<file path="config.mk">
export PLATFORM = sky130hd
export DESIGN_NAME = wb_regfile_flat
export DESIGN_NICKNAME = d
export VERILOG_FILES = /design/src/rtl/wb_regfile_if.sv /design/src/rtl/wb_regfile.sv /design/src/flat_wrapper.sv
export SDC_FILE = /design/constraint.sdc
export NUM_CORES = 2
export LEC_CHECK = 0
export CORE_UTILIZATION = 48
export CTS_CLUSTER_SIZE = 10
export DETAILED_ROUTE_END_ITERATION = 7
export DONT_BUFFER_PORTS = 1
export MAX_ROUTING_LAYER = met4
export PLACE_DENSITY_LB_ADDON = 0.08
export SETUP_SLACK_MARGIN = 0.4
export SYNTH_ARGS = -nofsm -noshare
export SYNTH_HDL_FRONTEND = slang
export SYNTH_SLANG_ARGS = --single-unit
</file>
<file path="constraint.sdc">
create_clock -name CLK -period 5.3 [get_ports CLK]
set_clock_uncertainty 0.1 [all_clocks]
set_input_delay 0.53 -clock CLK [delete_from_list [all_inputs] [get_ports CLK]]
set_output_delay 0.53 -clock CLK [all_outputs]
set_load 0.02 [all_outputs]
</file>
<file path="src/rtl/wb_regfile_if.sv">
// MEM/WB bus between the memory stage and the writeback stage: pipeline register
// outputs flowing into writeback, retired-write history flowing back to memory.
interface wb_regfile_if;
  logic        HREADY_D;
  logic [31:0] MEM_WB_pc;
  logic [31:0] MEM_WB_inst;
  logic [4:0]  MEM_WB_rd;
  logic [31:0] MEM_WB_data;

  logic        WB_fwd_vld_1;
  logic [4:0]  WB_fwd_rd_1;
  logic [31:0] WB_fwd_data_1;
  logic        WB_fwd_vld_2;
  logic [4:0]  WB_fwd_rd_2;
  logic [31:0] WB_fwd_data_2;

  modport master (
    output HREADY_D, MEM_WB_pc, MEM_WB_inst, MEM_WB_rd, MEM_WB_data,
    input  WB_fwd_vld_1, WB_fwd_rd_1, WB_fwd_data_1,
           WB_fwd_vld_2, WB_fwd_rd_2, WB_fwd_data_2
  );

  modport slave (
    input  HREADY_D, MEM_WB_pc, MEM_WB_inst, MEM_WB_rd, MEM_WB_data,
    output WB_fwd_vld_1, WB_fwd_rd_1, WB_fwd_data_1,
           WB_fwd_vld_2, WB_fwd_rd_2, WB_fwd_data_2
  );
endinterface

</file>
<file path="src/rtl/wb_regfile.sv">
// RV32I writeback stage + 32x32 integer register file with bypassed read ports and
// a two-entry retired-write history. Define WB_INSTRET_EN to build the 64-bit instret counter.
module wb_regfile (
  input  logic         CLK,
  input  logic         RSTn,
  wb_regfile_if.slave  mem_wb,
  input  logic [4:0]   ID_rs1_addr,
  input  logic [4:0]   ID_rs2_addr,
  output logic [31:0]  ID_rs1_data,
  output logic [31:0]  ID_rs2_data,
  output logic [63:0]  WB_instret
);

  localparam logic [6:0] OP_LUI    = 7'b0110111;
  localparam logic [6:0] OP_AUIPC  = 7'b0010111;
  localparam logic [6:0] OP_JAL    = 7'b1101111;
  localparam logic [6:0] OP_JALR   = 7'b1100111;
  localparam logic [6:0] OP_LOAD   = 7'b0000011;
  localparam logic [6:0] OP_OPIMM  = 7'b0010011;
  localparam logic [6:0] OP_OP     = 7'b0110011;
  localparam logic [6:0] OP_SYSTEM = 7'b1110011;

  logic        wb_new;
  logic        wb_retire;
  logic        wb_we;
  logic        op_writes;
  logic [6:0]  opcode;

  logic [31:0] regs [1:31];

  logic        slot1_vld, slot2_vld;
  logic [4:0]  slot1_rd, slot2_rd;
  logic [31:0] slot1_data, slot2_data;

  // The PC travels with the instruction but nothing in writeback needs it.
  logic unused_pc;
  assign unused_pc = ^mem_wb.MEM_WB_pc;

  // wb_new marks that the MEM/WB register loaded at the last edge; a held entry
  // during a data-bus stall therefore retires exactly once.
  // NOTE: sequential state uses non-blocking assignments so every flop samples pre-edge values.
  always_ff @(posedge CLK or negedge RSTn) begin
    if (!RSTn) wb_new <= 1'b0;
    else       wb_new <= mem_wb.HREADY_D;
  end

  assign opcode = mem_wb.MEM_WB_inst[6:0];

  // NOTE: default assigned first so the decode stays purely combinational (no latch).
  always_comb begin
    op_writes = 1'b0;
    case (opcode)
      OP_LUI, OP_AUIPC, OP_JAL, OP_JALR,
      OP_LOAD, OP_OPIMM, OP_OP, OP_SYSTEM: op_writes = 1'b1;
      default:                             op_writes = 1'b0;
    endcase
  end

  assign wb_retire = wb_new && (mem_wb.MEM_WB_inst != '0);
  assign wb_we     = wb_retire && (mem_wb.MEM_WB_rd != '0) && op_writes;

  // x0 has no storage; the array starts at x1.
  // NOTE: the register array is reset explicitly because reset must clear architectural state.
  always_ff @(posedge CLK or negedge RSTn) begin
    if (!RSTn) begin
      for (int i = 1; i < 32; i++) regs[i] <= '0;
    end else if (wb_we) begin
      regs[mem_wb.MEM_WB_rd] <= mem_wb.MEM_WB_data;
    end
  end

  // Write-through bypass gives decode zero-cycle visibility of the committing value.
  assign ID_rs1_data = (ID_rs1_addr == '0)                          ? '0 :
                       (wb_we && (ID_rs1_addr == mem_wb.MEM_WB_rd)) ? mem_wb.MEM_WB_data :
                                                                      regs[ID_rs1_addr];
  assign ID_rs2_data = (ID_rs2_addr == '0)                          ? '0 :
                       (wb_we && (ID_rs2_addr == mem_wb.MEM_WB_rd)) ? mem_wb.MEM_WB_data :
                                                                      regs[ID_rs2_addr];

  // Only register-writing retirements push; stores, branches and rd=0 leave history alone.
  always_ff @(posedge CLK or negedge RSTn) begin
    if (!RSTn) begin
      slot1_vld  <= 1'b0;
      slot1_rd   <= '0;
      slot1_data <= '0;
      slot2_vld  <= 1'b0;
      slot2_rd   <= '0;
      slot2_data <= '0;
    end else if (wb_we) begin
      slot2_vld  <= slot1_vld;
      slot2_rd   <= slot1_rd;
      slot2_data <= slot1_data;
      slot1_vld  <= 1'b1;
      slot1_rd   <= mem_wb.MEM_WB_rd;
      slot1_data <= mem_wb.MEM_WB_data;
    end
  end

  assign mem_wb.WB_fwd_vld_1  = slot1_vld;
  assign mem_wb.WB_fwd_rd_1   = slot1_rd;
  assign mem_wb.WB_fwd_data_1 = slot1_data;
  assign mem_wb.WB_fwd_vld_2  = slot2_vld;
  assign mem_wb.WB_fwd_rd_2   = slot2_rd;
  assign mem_wb.WB_fwd_data_2 = slot2_data;

`ifdef WB_INSTRET_EN
  logic [63:0] instret_q;

  always_ff @(posedge CLK or negedge RSTn) begin
    if (!RSTn)          instret_q <= '0;
    else if (wb_retire) instret_q <= instret_q + 64'd1;
  end

  assign WB_instret = instret_q;
`else
  assign WB_instret = '0;
`endif

endmodule

</file>
<file path="src/flat_wrapper.sv">
// flat-port wrapper written by rule: the top's interface ports become plain ports
module wb_regfile_flat 
  (CLK, RSTn, ID_rs1_addr, ID_rs2_addr, ID_rs1_data, ID_rs2_data, WB_instret, mem_wb_HREADY_D, mem_wb_MEM_WB_pc, mem_wb_MEM_WB_inst, mem_wb_MEM_WB_rd, mem_wb_MEM_WB_data, mem_wb_WB_fwd_vld_1, mem_wb_WB_fwd_rd_1, mem_wb_WB_fwd_data_1, mem_wb_WB_fwd_vld_2, mem_wb_WB_fwd_rd_2, mem_wb_WB_fwd_data_2);
  wb_regfile_if mem_wb_i ();
  input  logic CLK;
  input  logic RSTn;
  input  logic [4:0] ID_rs1_addr;
  input  logic [4:0] ID_rs2_addr;
  output logic [31:0] ID_rs1_data;
  output logic [31:0] ID_rs2_data;
  output logic [63:0] WB_instret;
  input wire logic [$bits(mem_wb_i.HREADY_D)-1:0] mem_wb_HREADY_D;
  input wire logic [$bits(mem_wb_i.MEM_WB_pc)-1:0] mem_wb_MEM_WB_pc;
  input wire logic [$bits(mem_wb_i.MEM_WB_inst)-1:0] mem_wb_MEM_WB_inst;
  input wire logic [$bits(mem_wb_i.MEM_WB_rd)-1:0] mem_wb_MEM_WB_rd;
  input wire logic [$bits(mem_wb_i.MEM_WB_data)-1:0] mem_wb_MEM_WB_data;
  output wire logic [$bits(mem_wb_i.WB_fwd_vld_1)-1:0] mem_wb_WB_fwd_vld_1;
  output wire logic [$bits(mem_wb_i.WB_fwd_rd_1)-1:0] mem_wb_WB_fwd_rd_1;
  output wire logic [$bits(mem_wb_i.WB_fwd_data_1)-1:0] mem_wb_WB_fwd_data_1;
  output wire logic [$bits(mem_wb_i.WB_fwd_vld_2)-1:0] mem_wb_WB_fwd_vld_2;
  output wire logic [$bits(mem_wb_i.WB_fwd_rd_2)-1:0] mem_wb_WB_fwd_rd_2;
  output wire logic [$bits(mem_wb_i.WB_fwd_data_2)-1:0] mem_wb_WB_fwd_data_2;
  assign mem_wb_i.HREADY_D = mem_wb_HREADY_D;
  assign mem_wb_i.MEM_WB_pc = mem_wb_MEM_WB_pc;
  assign mem_wb_i.MEM_WB_inst = mem_wb_MEM_WB_inst;
  assign mem_wb_i.MEM_WB_rd = mem_wb_MEM_WB_rd;
  assign mem_wb_i.MEM_WB_data = mem_wb_MEM_WB_data;
  assign mem_wb_WB_fwd_vld_1 = mem_wb_i.WB_fwd_vld_1;
  assign mem_wb_WB_fwd_rd_1 = mem_wb_i.WB_fwd_rd_1;
  assign mem_wb_WB_fwd_data_1 = mem_wb_i.WB_fwd_data_1;
  assign mem_wb_WB_fwd_vld_2 = mem_wb_i.WB_fwd_vld_2;
  assign mem_wb_WB_fwd_rd_2 = mem_wb_i.WB_fwd_rd_2;
  assign mem_wb_WB_fwd_data_2 = mem_wb_i.WB_fwd_data_2;
  wb_regfile u_core (.CLK(CLK), .RSTn(RSTn), .mem_wb(mem_wb_i), .ID_rs1_addr(ID_rs1_addr), .ID_rs2_addr(ID_rs2_addr), .ID_rs1_data(ID_rs1_data), .ID_rs2_data(ID_rs2_data), .WB_instret(WB_instret));
endmodule
</file>
==> qor.json <==
{
  "status": "complete, no violations",
  "cellPowerDensity_nw_per_um2": 305,
  "layout.core_utilization": 0.530,
  "drt-wirelength-per-cell_um": 32.5,
  "layout.cells.most_common": "sky130_fd_sc_hd__mux2_2",
  "final.setup.tns_ns": 0,
  "routed_wl_um": 181000,
  "clk_path_buf_depth": 3,
  "synthesis.area_um2": 57800,
  "final-max-slew-violation-count": 0,
  "cts_repair_resize_count": 0,
  "cts_made_buffers": 132,
  "crit_chain": "nand2b_2, buf_4, o22ai_1, o21ai_0, a2111oi_1, mux2i_1",
  "largest_family_of_logic_cells_by_synthesized_area": "multiplexers",
  "clock_sink_count": 1069,
  "synthesis.instances": 4102,
  "post-synth-top-area-cell": "sky130_fd_sc_hd__dfrtp_1",
  "routed_via_density": 6.51,
  "number_of_nets_with_antenna_violations_after_detailed_routing": 0,
  "min-delay-start": "mem_wb_MEM_WB_data[7]",
  "grt_antenna_before_repair": 1,
  "drive_above_1_share": 0.471,
  "grt_max_degree": 1070,
  "remaining_drc_errors": 0,
  "clock_tree_from_tritoncts": "yes",
  "gp_routability_congestion": 0.772,
  "worstSetupStartpointType": "input port",
  "design.portCount": 318,
  "fin_nets": 4027,
  "ys_ff_latch": 1069,
  "min_path_type": "input port to flip-flop",
  "setup_viol": 0,
  "synth.lib_cells_used.distinct": 42,
  "start_util": 0.487,
  "critical_path_arrival_ns": 3.60,
  "layout_common_cells": "1219 x sky130_fd_sc_hd__mux2_2, 1069 x sky130_fd_sc_hd__dfrtp_1, 355 x sky130_fd_sc_hd__mux4_2",
  "synth-async-reset-ratio": 1.00,
  "slowest_cp_cell": "sky130_fd_sc_hd__a2111oi_1",
  "grt_first_pass_wirelength_um": 264000,
  "die_width_um": 349,
  "placementRows": 126,
  "holdPathEnd": "u_core.regs[391]",
  "grt_pass1_vias": 36900,
  "place.detailed.hpwl_um": 93200,
  "worst_setup_hold_path_clk_slew_ns": 0.05,
  "via_count": 36200,
  "io_buffer_count": 0,
  "postCtsSetupRepairBufs": 0,
  "worstReg2RegEnd": "u_core.regs[942]",
  "library_cell_used_as_clock_root_buffer": "sky130_fd_sc_hd__clkbuf_16",
  "h-tree-depth": 4,
  "ir_drop_mv": 0.321,
  "detail_route.first_pass.iterations": 5,
  "yosys_most_used_dff": "sky130_fd_sc_hd__dfrtp_1",
  "worst-slew-pin-transition_ns": 1.40,
  "yosysTopAreaCellShare": 0.462,
  "r2r.worst_path.cells": 5,
  "worstSkewPairLatency_ns": 0.74,
  "timing.critical_path.fanout_max": 228,
  "post_cts_hold_buffer_count": 39,
  "syn_to_layout_area_delta_pct": 8.80,
  "slew_headroom": 0.0699,
  "hold_depth": 2,
  "final-hold-violation-count": 0,
  "post_synth_main_area_contributors": "sky130_fd_sc_hd__dfrtp_1 46%, sky130_fd_sc_hd__mux2_2 24%, sky130_fd_sc_hd__mux4_2 14%",
  "cap_viol_max_count": 0,
  "synth.avg_cell_area_um2": 14.1,
  "worstSetupPathType": "input port to output pin",
  "fin_crit_ns": 4.23,
  "post-route-worst-setup-slack_ns": 1.07,
  "fillerInstances": 9931,
  "overflow": 0,
  "initialDrtViolationCount": 2897,
  "instances_no_fill": 5569,
  "ff2ff_setup_slack_ns": 2.00,
  "core-area_um2": 119000,
  "synth_edf_count": 0,
  "muxShareOfSynthArea": 0.410,
  "synth-xor-area-share": 0.00151,
  "groute.usage.overall": 0.308,
  "multi_input_comb_area_um2": 28800,
  "post_synth_and_or_nand_nor_area_fraction": 0.0309,
  "leakage_nw": 29.5,
  "layout_worst_path_cycle_share": 0.798,
  "height_of_the_die_um": 349,
  "synth.yosys.warnings": 0,
  "crit_path_end_kind": "output pin",
  "max_freq_mhz": 236,
  "synth-seq-area-share": 0.462,
  "cp_data_required_time_ns": 4.67,
  "rsz0062_at_grt": "no",
  "detailedPlace.worstSlack_ns": 1.36,
  "max_stage_delay_ns": 1.01,
  "synth_area_in_adders": 0,
  "total_area_of_sequential_cells_um2": 26800,
  "synth_compound_area_frac": 0.0468,
  "numPlacedInstances": 5333,
  "fp.dieArea_um2": 122000,
  "origin_of_the_critical_flop_to_flop_path": "u_core.wb_new"
}
## power by group
group / internal [W] / switching, W / total, W
Combinational: 0.000801 / 0.000825 / 0.00163
Sequential: 0.00859 / 0.000583 / 0.00917
Clock: 0.00498 / 0.00345 / 0.00843
## how the worst max path moves through the flow
stage | cells past startpoint | startpoint | slack (ns) | to
floorplan | 8 | ID_rs1_addr[1] | 2.27 | ID_rs1_data[22]
global placement | 6 | ID_rs1_addr[0] | 1.27 | ID_rs1_data[10]
detailed placement | 6 | ID_rs1_addr[0] | 1.36 | ID_rs1_data[10]
CTS | 5 | u_core.wb_new | 1.16 | ID_rs2_data[30]
global route | 5 | u_core.wb_new | 1.11 | ID_rs2_data[30]
finish | 6 | ID_rs1_addr[0] | 1.07 | ID_rs1_data[1]
## per-stage QoR
stage	cell area, um^2	hold WS [ns]	power (W)
finish	62900	0.0397	0.0192
global route	62900	0.0378	0.0199
CTS	62800	-0.555	0.0192
detailed placement	58400	0.231	0.0106
global placement	58400	0.243	0.0106
floorplan	58100	0.134	0.0105
## cell families (layout without fill, tap and decap cells)
| group | after synthesis | in the layout |
|---|---|---|
| compound gates | 355 | 355 |
| flops | 1069 | 1069 |
| other cells | 1 | 65 |
| mux | 1770 | 1770 |
| simple gates | 335 | 335 |
| xor+xnor | 10 | 10 |
| buf+inv | 562 | 365 |
## layer usage
layer	track usage	wire length, um
met1	0.408	77200
met2	0.493	88300
met3	0.0439	9580
met4	0.0951	5650
met5	-	0
## flip-flops by register name (all words and copies together), names as in the netlist
| register | flops |
|---|---|
| u_core.wb_new | 1 |
| u_core.regs | 992 |
| u_core.mem_wb.WB_fwd_rd_2 | 5 |
| u_core.mem_wb.WB_fwd_data_2 | 32 |
| u_core.mem_wb.WB_fwd_data_1 | 32 |
| u_core.mem_wb.WB_fwd_vld_1 | 1 |
| u_core.mem_wb.WB_fwd_rd_1 | 5 |
| u_core.mem_wb.WB_fwd_vld_2 | 1 |
## final cells by class
cell class                      instances  area share
Clock inverter                          9     0.00193
Inverter                               63     0.00376
Clock buffer                          180      0.0598
Antenna cell                            1   0.0000398
Tap cell                             1600      0.0318
Multi-Input combinational cell       2534       0.458
Sequential cell                      1069       0.425
Timing Repair Buffer                  113      0.0195
## worst max-delay path, delay by kind of cell
family / cells / cell delay, ns
mux: 1 / 0.42
compound gates: 3 / 1.40
simple gates: 1 / 0.60
buf+inv: 1 / 0.40
## synth_stat cells, types with 2 or more instances
library cell                instances
sky130_fd_sc_hd__mux2_2          1219
sky130_fd_sc_hd__dfrtp_1         1069
sky130_fd_sc_hd__mux4_2           355
sky130_fd_sc_hd__clkbuf_1         208
sky130_fd_sc_hd__buf_2            162
sky130_fd_sc_hd__mux2i_1          161
sky130_fd_sc_hd__a22oi_1          124
sky130_fd_sc_hd__nand2_1          106
sky130_fd_sc_hd__buf_4             99
sky130_fd_sc_hd__inv_1             63
sky130_fd_sc_hd__a221oi_1          62
sky130_fd_sc_hd__nand3_1           45
sky130_fd_sc_hd__nor2b_1           41
sky130_fd_sc_hd__nand4_1           38
sky130_fd_sc_hd__mux2_1            35
sky130_fd_sc_hd__nor3_1            35
sky130_fd_sc_hd__nor3b_1           35
sky130_fd_sc_hd__a2111oi_0         32
sky130_fd_sc_hd__a21boi_0          32
sky130_fd_sc_hd__o22ai_1           32
sky130_fd_sc_hd__o21ai_0           31
sky130_fd_sc_hd__a211o_1           30
sky130_fd_sc_hd__buf_1             17
sky130_fd_sc_hd__buf_6             13
sky130_fd_sc_hd__nor2_1             9
sky130_fd_sc_hd__and4_1             8
sky130_fd_sc_hd__a21oi_1            6
sky130_fd_sc_hd__xnor2_1            6
sky130_fd_sc_hd__a22o_1             4
sky130_fd_sc_hd__and3b_1            4
sky130_fd_sc_hd__xor2_1             4
sky130_fd_sc_hd__and2_1             3
sky130_fd_sc_hd__nand2b_1           3
sky130_fd_sc_hd__and3_1             2
sky130_fd_sc_hd__or2_2              2
Note: power is estimated with default switching activity, not from simulation.
